**src/rtl/mf_sym_fifo_pkg.sv**
```systemverilog
// Shared trellis types: symbol width and the packed {i,q} symbol carried
// between the matched filter, the capture FIFO and the trellis detector.
// No logic; types and constants only.
package mf_sym_fifo_pkg;

  localparam int SYM_W = 18;

  typedef struct packed {
    logic [SYM_W-1:0] i;
    logic [SYM_W-1:0] q;
  } sym_t;

  localparam int SYM_BITS = $bits(sym_t);

endpackage

```
**src/rtl/mf_sym_fifo_sync_fifo_reg.sv**
```systemverilog
// Generic register-array FIFO with occupancy count and a look-ahead head port.
// Latency: a write is visible on head_nxt_o in the same cycle it becomes the head.
// Backpressure: push is refused when full unless a pop happens in the same cycle.
module sync_fifo_reg #(
  parameter int WIDTH = 36,
  parameter int AW    = 3
) (
  input  logic             clk,
  input  logic             rst_n,
  input  logic             clr_i,
  input  logic             push_i,
  input  logic             pop_i,
  input  logic [WIDTH-1:0] din_i,
  output logic [WIDTH-1:0] head_nxt_o,
  output logic             nxt_vld_o,
  output logic [AW:0]      level_o,
  output logic             full_o,
  output logic             empty_o
);

  localparam int          DEPTH   = 1 << AW;
  localparam logic [AW:0] DEPTH_L = (AW+1)'(DEPTH);

  logic [WIDTH-1:0] mem_q [DEPTH];
  logic [AW-1:0]    wr_ptr_q, wr_ptr_d;
  logic [AW-1:0]    rd_ptr_q, rd_ptr_d;
  logic [AW:0]      level_q, level_d;
  logic             push_acc;
  logic             pop_acc;

  assign full_o  = (level_q == DEPTH_L);
  assign empty_o = (level_q == '0);
  assign level_o = level_q;

  // Accept/advance decisions, next pointers/level, and the entry that will be head after this edge.
  always_comb begin
    pop_acc  = pop_i & ~empty_o & ~clr_i;
    push_acc = push_i & (~full_o | pop_acc) & ~clr_i;
    wr_ptr_d = wr_ptr_q;
    rd_ptr_d = rd_ptr_q;
    level_d  = level_q;
    if (clr_i) begin
      wr_ptr_d = '0;
      rd_ptr_d = '0;
      level_d  = '0;
    end else begin
      if (push_acc) wr_ptr_d = wr_ptr_q + AW'(1);
      if (pop_acc)  rd_ptr_d = rd_ptr_q + AW'(1);
      case ({push_acc, pop_acc})
        2'b10:   level_d = level_q + (AW+1)'(1);
        2'b01:   level_d = level_q - (AW+1)'(1);
        default: level_d = level_q;
      endcase
    end
    // A write landing on the slot that becomes head must bypass the array.
    head_nxt_o = (push_acc && (wr_ptr_q == rd_ptr_d)) ? din_i : mem_q[rd_ptr_d];
    nxt_vld_o  = (level_d != '0);
  end

  // Storage array; contents are don't-care until written, so no reset.
  always_ff @(posedge clk) begin
    if (push_acc) mem_q[wr_ptr_q] <= din_i;
  end

  // Pointer and occupancy registers.
  always_ff @(posedge clk or negedge rst_n) begin
    if (!rst_n) begin
      wr_ptr_q <= '0;
      rd_ptr_q <= '0;
      level_q  <= '0;
    end else begin
      wr_ptr_q <= wr_ptr_d;
      rd_ptr_q <= rd_ptr_d;
      level_q  <= level_d;
    end
  end

endmodule

```
**src/rtl/mf_sym_fifo.sv**
```systemverilog
// Symbol capture after the matched filter: aligns symEn to filter latency and buffers symbols for the trellis.
// Latency: MF_LATENCY clocks symEn->capture, then 1 clock capture->valid (no fall-through).
// Backpressure: valid/ready to the trellis; captures while full are dropped and flagged on sticky ovf.
module mf_sym_fifo
  import mf_sym_fifo_pkg::*;
#(
  parameter int MF_LATENCY = 6,
  parameter int AW         = 3
) (
  input  logic             clk,
  input  logic             reset,
  input  logic             symEn,
  input  logic             flush,
  input  logic [SYM_W-1:0] iIn,
  input  logic [SYM_W-1:0] qIn,
  input  logic             ready,
  input  logic             ovfClr,
  output logic             valid,
  output logic [SYM_W-1:0] iOut,
  output logic [SYM_W-1:0] qOut,
  output logic [AW:0]      level,
  output logic             ovf
);

  logic [MF_LATENCY-1:0] dly_q, dly_d;
  logic                  cap;
  logic                  pop;
  logic                  drop;
  logic                  ovf_q, ovf_d;
  sym_t                  din;
  sym_t                  head_nxt;
  sym_t                  out_q, out_d;
  logic                  nxt_vld;
  logic                  full;
  logic                  empty;

  assign cap      = dly_q[MF_LATENCY-1];
  assign din.i    = iIn;
  assign din.q    = qIn;
  assign valid    = ~empty;
  assign pop      = valid & ready;
  assign drop     = cap & full & ~pop & ~flush;
  assign iOut     = out_q.i;
  assign qOut     = out_q.q;
  assign ovf      = ovf_q;

  sync_fifo_reg #(
    .WIDTH (SYM_BITS),
    .AW    (AW)
  ) u_fifo (
    .clk        (clk),
    .rst_n      (reset),
    .clr_i      (flush),
    .push_i     (cap),
    .pop_i      (pop),
    .din_i      (din),
    .head_nxt_o (head_nxt),
    .nxt_vld_o  (nxt_vld),
    .level_o    (level),
    .full_o     (full),
    .empty_o    (empty)
  );

  // Next state of the symEn delay line, the output register and the sticky overflow flag.
  always_comb begin
    dly_d = flush ? '0 : ((dly_q << 1) | MF_LATENCY'(symEn));
    // Output follows the head whenever one will exist; otherwise it keeps the last popped symbol.
    out_d = out_q;
    if (!flush && nxt_vld) out_d = head_nxt;
    // A drop outranks a simultaneous clear so no loss goes unreported.
    ovf_d = ovf_q;
    if (flush)       ovf_d = 1'b0;
    else if (drop)   ovf_d = 1'b1;
    else if (ovfClr) ovf_d = 1'b0;
  end

  // Delay line, output register and overflow flag.
  always_ff @(posedge clk or negedge reset) begin
    if (!reset) begin
      dly_q <= '0;
      out_q <= '0;
      ovf_q <= 1'b0;
    end else begin
      dly_q <= dly_d;
      out_q <= out_d;
      ovf_q <= ovf_d;
    end
  end

endmodule

```
**config.mk**
```make
export PLATFORM = sky130hd
export DESIGN_NAME = mf_sym_fifo
export DESIGN_NICKNAME = d
export VERILOG_FILES = /design/src/rtl/mf_sym_fifo_pkg.sv /design/src/rtl/mf_sym_fifo_sync_fifo_reg.sv /design/src/rtl/mf_sym_fifo.sv
export SDC_FILE = /design/constraint.sdc
export NUM_CORES = 1
export LEC_CHECK = 0
export CORE_ASPECT_RATIO = 1.5
export CORE_MARGIN = 8
export CORE_UTILIZATION = 55
export DETAILED_ROUTE_END_ITERATION = 10
export PLACE_DENSITY_LB_ADDON = 0.1
export SLEW_MARGIN = 20
export SYNTH_ARGS = -nofsm -noshare
export SYNTH_HDL_FRONTEND = slang
export SYNTH_SLANG_ARGS = --single-unit
```
**constraint.sdc**
```tcl
create_clock -name clk -period 7.25 [get_ports clk]
set_input_delay 1.45 -clock clk [delete_from_list [all_inputs] [get_ports clk]]
set_output_delay 1.45 -clock clk [all_outputs]
set_load 0.01 [all_outputs]
```
## After elaboration in Yosys (flattened, before gate mapping)

Memory sizes are Yosys's and may differ from the RTL's. A register that Yosys moved wholly into a read port is not among the register bits.
Index checks and enable logic that the tools add are counted.

- Bitwise logic cells: 14
- Mux-type cells: 12
- Eq/ne operators: 3
- Reduce and logical (&&, ||, !) cells: 7
- $add $sub $neg: 4
- Div/mod/pow operators: 0
- Multipliers: 0
- Shift-type cells: 0
- Magnitude comparators: 0

Operator list:

| cell | count |
|---|---|
| $mux W3 | 4 |
| $and A1 B1 Y1 | 8 |
| $pmux W4 S2 | 1 |
| $add A3 B1 Y3 const B | 2 |
| $mux W6 | 1 |
| $or A6 B1 Y6 | 1 |
| $mux W1 | 5 |
| $add A4 B1 Y4 const B | 1 |
| $eq A4 B4 Y1 const B | 1 |
| $logic_not A4 Y1 | 1 |
| $mux W4 | 1 |
| $not A1 Y1 | 4 |
| $reduce_bool A4 Y1 | 1 |
| $sub A4 B1 Y4 const B | 1 |
| $reduce_bool A3 Y1 | 1 |
| $eq A2 B1 Y1 const B | 1 |
| $eq A2 B2 Y1 const B | 1 |
| $logic_not A1 Y1 | 2 |
| $reduce_bool A2 Y1 | 1 |
| $logic_and A1 B1 Y1 | 1 |
| $or A1 B1 Y1 | 1 |

- Output and inout port bits: 42
- Bits of input ports: 42
- Memories: 1
- RAM bits: 288
- Logic and storage cells: 46
- Bits in read-only memories: 0
- Register bits after elaboration: 17
- Latch bits: 0

Memories:

| memory | words | width | rd ports | clocked after Yosys merged registers in | write ports | line | RTL |
|---|---|---|---|---|---|---|---|
| u_fifo.mem_q | 8 | 36 | 1 | 1 | 1 | mf_sym_fifo_sync_fifo_reg.sv:24 | `logic [WIDTH-1:0] mem_q [DEPTH];` |

## Longest topological paths before layout

- Depth after elaboration: 13
- Depth in mapped cells: 18
- Mapped depth without buffers: 11

## Modules after synthesis

Synthesis repeated with hierarchy kept, for this count alone.

- Cell total of the unflattened synthesis: 801
- Area, all modules: 13935.9 um^2

Modules (own cells, without submodules):

| module | times used | sequential area each (um^2) | area an instance (um^2) | cells each |
|---|---|---|---|---|
| sync_fifo_reg | 1 | 8898.5 | 12181.7 | 705 |
| mf_sym_fifo | 1 | 1076.0 | 1754.2 | 96 |

## Worst setup path before layout

Ideal clock, no wire load.

- Path type: input -> register
- Start: input ready
- End: memory u_fifo.mem_q[1][0] (enable)
- Slack: 1.056 ns
- Stages on the path: 3
- Data required time: 6.717 ns
- Buffers on the path: 1
- Arrival time: 5.661 ns
- Setup time: 0.533 ns
- Cell sequence: clkbuf_1 -> o21ai_1 -> nor4b_1

- Word-level cells in the longest chain between the ends: 8

Ends and longest elaborated chain:

| what | line | RTL |
|---|---|---|
| start: declaration | mf_sym_fifo.sv:16 | `input logic ready,` |
| $and A1 B1 Y1 | mf_sym_fifo.sv:41 | `assign pop = valid & ready;` |
| $and A1 B1 Y1 (2 in a row) | mf_sym_fifo_sync_fifo_reg.sv:37 | `pop_acc = pop_i & ~empty_o & ~clr_i;` |
| $or A1 B1 Y1 | mf_sym_fifo_sync_fifo_reg.sv:38 | `push_acc = push_i & (~full_o \| pop_acc) & ~clr_i;` |
| $and A1 B1 Y1 (2 in a row) | mf_sym_fifo_sync_fifo_reg.sv:38 |  |
| $mux W1 | mf_sym_fifo_sync_fifo_reg.sv:62 | `if (push_acc) mem_q[wr_ptr_q] <= din_i;` |
| $mux W1 (implied by the code) | mf_sym_fifo_sync_fifo_reg.sv:62 |  |
| end: declaration | mf_sym_fifo_sync_fifo_reg.sv:24 |  |

Every way passes these cells.

## Worst setup path in the final report

- Start: input ready
- End: register, netlist name qOut[8]

- Word-level cells in the longest chain between the ends: 11
- Elaborated cells on any way between the ends: 14
- Classes of those cells: eq/ne: 2; mux: 4; bitwise: 6; reduce/logical: 2

Ends and longest elaborated chain:

| what | line | RTL |
|---|---|---|
| $and A1 B1 Y1 (*) | mf_sym_fifo.sv:41 |  |
| $and A1 B1 Y1 (*) (2 in a row) | mf_sym_fifo_sync_fifo_reg.sv:37 |  |
| $or A1 B1 Y1 | mf_sym_fifo_sync_fifo_reg.sv:38 |  |
| $and A1 B1 Y1 (2 in a row) | mf_sym_fifo_sync_fifo_reg.sv:38 |  |
| $eq A2 B1 Y1 / $eq A2 B2 Y1 (equally long branches) | mf_sym_fifo_sync_fifo_reg.sv:49 | `case ({push_acc, pop_acc})` |
| $pmux W4 S2 | mf_sym_fifo_sync_fifo_reg.sv:49 |  |
| $mux W4 | mf_sym_fifo_sync_fifo_reg.sv:42 | `if (clr_i) begin` |
| $reduce_bool A4 Y1 | mf_sym_fifo_sync_fifo_reg.sv:57 | `nxt_vld_o = (level_d != '0);` |
| $logic_and A1 B1 Y1 | mf_sym_fifo.sv:69 | `if (!flush && nxt_vld) out_d = head_nxt;` |

Mark *: on every way between the ends. The rest lies on a longest branch, timed or not.
A chain may end at the register's enable or synchronous reset.

==> out/qor.yml <==
outcome: "complete, no violations"
dp_hpwl_mm: 19.6
setup_ws_ns: 2.27
initial_core_util: 0.557
cts_tree: "built"
synth_edf_count: 288
power_density_nw_per_um2: 230
synth_top_area_cell: "edfxtp_1"
finalNetCount: 1272
antenna_found_initial: 0
grt_util_all_layers: 0.232
crit_path_max_fanout: 20
internal-power_uw: 3190
syn2layout_area_growth_pct: 14.4
drive_above_1_share: 0.104
period_share: 0.687
clk_pin_slew_ns: 0.06
yosys-top-cells-area: "edfxtp_1, dfrtp_1, mux2i_1, a211oi_1, o21ai_0"
setup_viol: 0
regArea_um2: 9980
overflow: 0
combPwrFrac: 0.042
die_w_um: 151
synthDistinctLibCells: 44
ys_ff_latch: 341
switchingPower_uw: 794
yosys.area.top_type_share: 0.572
clockBufferDepth: 3
grt_max_degree: 141
port_buffers: 83
ant_nets: 0
cts_resized: 0
row_count: 74
die_area_um2: 33200
finalClockSkew_ns: 0.0117
grt_pass1_vias: 10200
crit_required_ns: 7.67
multiInputGateArea_um2: 4640
cp-startpoint: "ready"
hp-class: "reg -> reg"
fin_crit_ns: 4.98
via_per_inst: 6.29
relSlewSlack: 0.220
max_freq_ghz: 0.201
hold_violations: 0
seq_area_frac_synth: 0.660
place_congestion: 0.773
wl_mm: 38.0
dominantRegCellSynth: "edfxtp_1"
yosys_warnings: 0
diodes: 0
arrival_ns: 5.41
drt_first_iter_violations: 767
drv_cap: 0
timing.rr.start: "u_fifo.level_o[1]$_DFF_PN0_"
cts.sink_count: 341
p_leak_uw: 0.00659
cts_setup_buffers: 0
core_area_um2: 27100
num_vias: 10000
avgSynthCellArea_um2: 12.8
clock_tree.htree_level_count: 1
synthCells: 1179
swShare: 0.199
cts_buffers: 31
drc: 0
power_uw: 3990
tightestPinTransition_ns: 1.17
endpoint_kind: "flop"
start_kind: "input port"
pwr-share-seq: 0.541
synth-async-reset-ratio: 0.155
timing.setup.tns_ns: 0
power_frac_clock: 0.417
insertion_delay_ns: 0.56
rsz0062_at_grt: "no"
die_h_um: 219
cts_hold_buf: 0
syn_area_um2: 15100
fill_cells: 2091
drv_slew: 0
worst-setup-path-type: "in -> reg"
hp-start: "dly_q[4]$_DFF_PN0_"
grt_pass1_wl_mm: 58.3
peakVddDrop_mv: 0.232
synth_fp_nets: 1226
preCtsSetupSlack_ns: 1.71
ios: 84
wire_per_inst_um: 23.9
cts_root_buf: "clkbuf_16"
drt_pass1_iterations: 5
[cell usage in the layout, fill, tap and decap left out, types with 3 or more instances in the layout]
cell,instances
edfxtp_1,288
mux2i_1,112
clkdlybuf4s50_1,81
o21ai_0,75
nand2_1,75
a211oi_1,72
dfrtp_1,52
nor2_1,45
inv_1,43
a21oi_1,40
or2_2,38
nand3_1,38
nor3_1,37
a22oi_1,36
o22ai_1,36
o31ai_1,36
clkbuf_16,31
buf_4,24
nor2b_1,12
clkbuf_8,8
clkbuf_1,6
xor2_1,5
ha_1,5
clkinv_2,5
a211o_1,3
nor3_2,3
o211ai_1,3
bufinv_16,3
[critical path, stage by stage]
cell and delay (ns):
clkdlybuf4s50_1 0.52, o21ai_1 0.60, ha_1 0.38, xor2_1 0.19, ha_1 0.17, a21oi_1 0.05
xor2_1 0.16, o21ai_0 0.24, a41o_1 0.22, and2_1 0.82, buf_4 0.46, o31ai_1 0.14
[registers in the layout, indices dropped and copies added, names as in the netlist]
signal,flops
iOut,18
dly_q,6
qOut,18
u_fifo.level_o,4
u_fifo.rd_ptr_q,3
ovf,1
u_fifo.mem_q,288
u_fifo.wr_ptr_q,3
[logic make-up (layout without fill, tap and decap cells)]
| group | count (synthesis) | after routing | synth area share |
|---|---|---|---|
| XOR/XNOR | 8 | 8 | 0.00587 |
| adder cells (fa/ha/maj) | 5 | 5 | 0.00414 |
| AO/OA/AOI/OAI | 309 | 309 | 0.133 |
| flip-flops | 341 | 341 | 0.660 |
| AND/OR/NAND/NOR | 264 | 264 | 0.0837 |
| buffers and inverters | 139 | 209 | 0.0387 |
| multiplexers | 113 | 113 | 0.0748 |
[synthesized netlist by cell type, types with 2 or more instances]
cell,count
or2_2,38
edfxtp_1,288
a211oi_1,72
and2_1,2
buf_1,6
dfrtp_1,53
inv_1,43
nor4_1,2
nand4_1,2
xor2_1,5
a22oi_1,36
o211ai_1,3
o31ai_1,36
a211o_1,3
nand2b_1,3
o21ai_0,75
nor2b_1,12
a21oi_1,40
nor2_1,46
ha_1,5
clkbuf_1,65
xnor2_1,2
nand3_1,38
mux2i_1,113
nand2_1,75
nor3_1,40
buf_2,12
o22ai_1,36
buf_4,13
[routing by layer]
layer,vias up,wire (um),global-route usage
li1,4569,-,-
met4,0,810,0.0741
met3,67,2040,0.0293
met2,326,20100,0.416
met1,5049,15000,0.283
met5,-,0,0
[area by class of cell]
type,count,share of cell area
timing repair buffer,109,0.0605
clock buffer,45,0.0525
sequential,341,0.577
clock inverter,12,0.00803
multi-input combinational,699,0.268
inverter,43,0.00933
tap,342,0.0247
[power groups by stage]
stage               combinational, uW  clock, uW  sequential [uW]
floorplan                        58.6          0             2200
detailed placement                168          0             2200
CTS                               169       1680             2160
finish                            167       1660             2160
global route                      183       1760             2160
global placement                  164          0             2200
[worst paths after layout]
| check | endpoint | cells past startpoint | slack (ns) |
|---|---|---|---|
| hold reg to reg | dly_q[5]$_DFF_PN0_ | 1 | 0.46 |
| max in group asynchronous | u_fifo.rd_ptr_q[0]$_DFF_PN0_ | 2 | 5.53 |
| setup / recovery | qOut[8]$_DFFE_PN0P_ | 12 | 2.27 |
| min in group asynchronous | qOut[5]$_DFFE_PN0P_ | 2 | 1.08 |
| hold / removal | dly_q[5]$_DFF_PN0_ | 1 | 0.46 |
| setup reg to reg | qOut[8]$_DFFE_PN0P_ | 12 | 2.55 |
[metrics by stage]
stage | instance area [um2] | hold WS, ns | std cells | util
finish | 17300 | 0.456 | 1591 | 0.638
global route | 17300 | 0.489 | 1591 | 0.638
CTS | 17300 | 0.462 | 1591 | 0.637
detailed placement | 16200 | 0.448 | 1534 | 0.599
global placement | 16200 | 0.444 | 1533 | 0.598
floorplan | 15100 | 0.439 | 1179 | -
(Power assumes the default switching activity.)
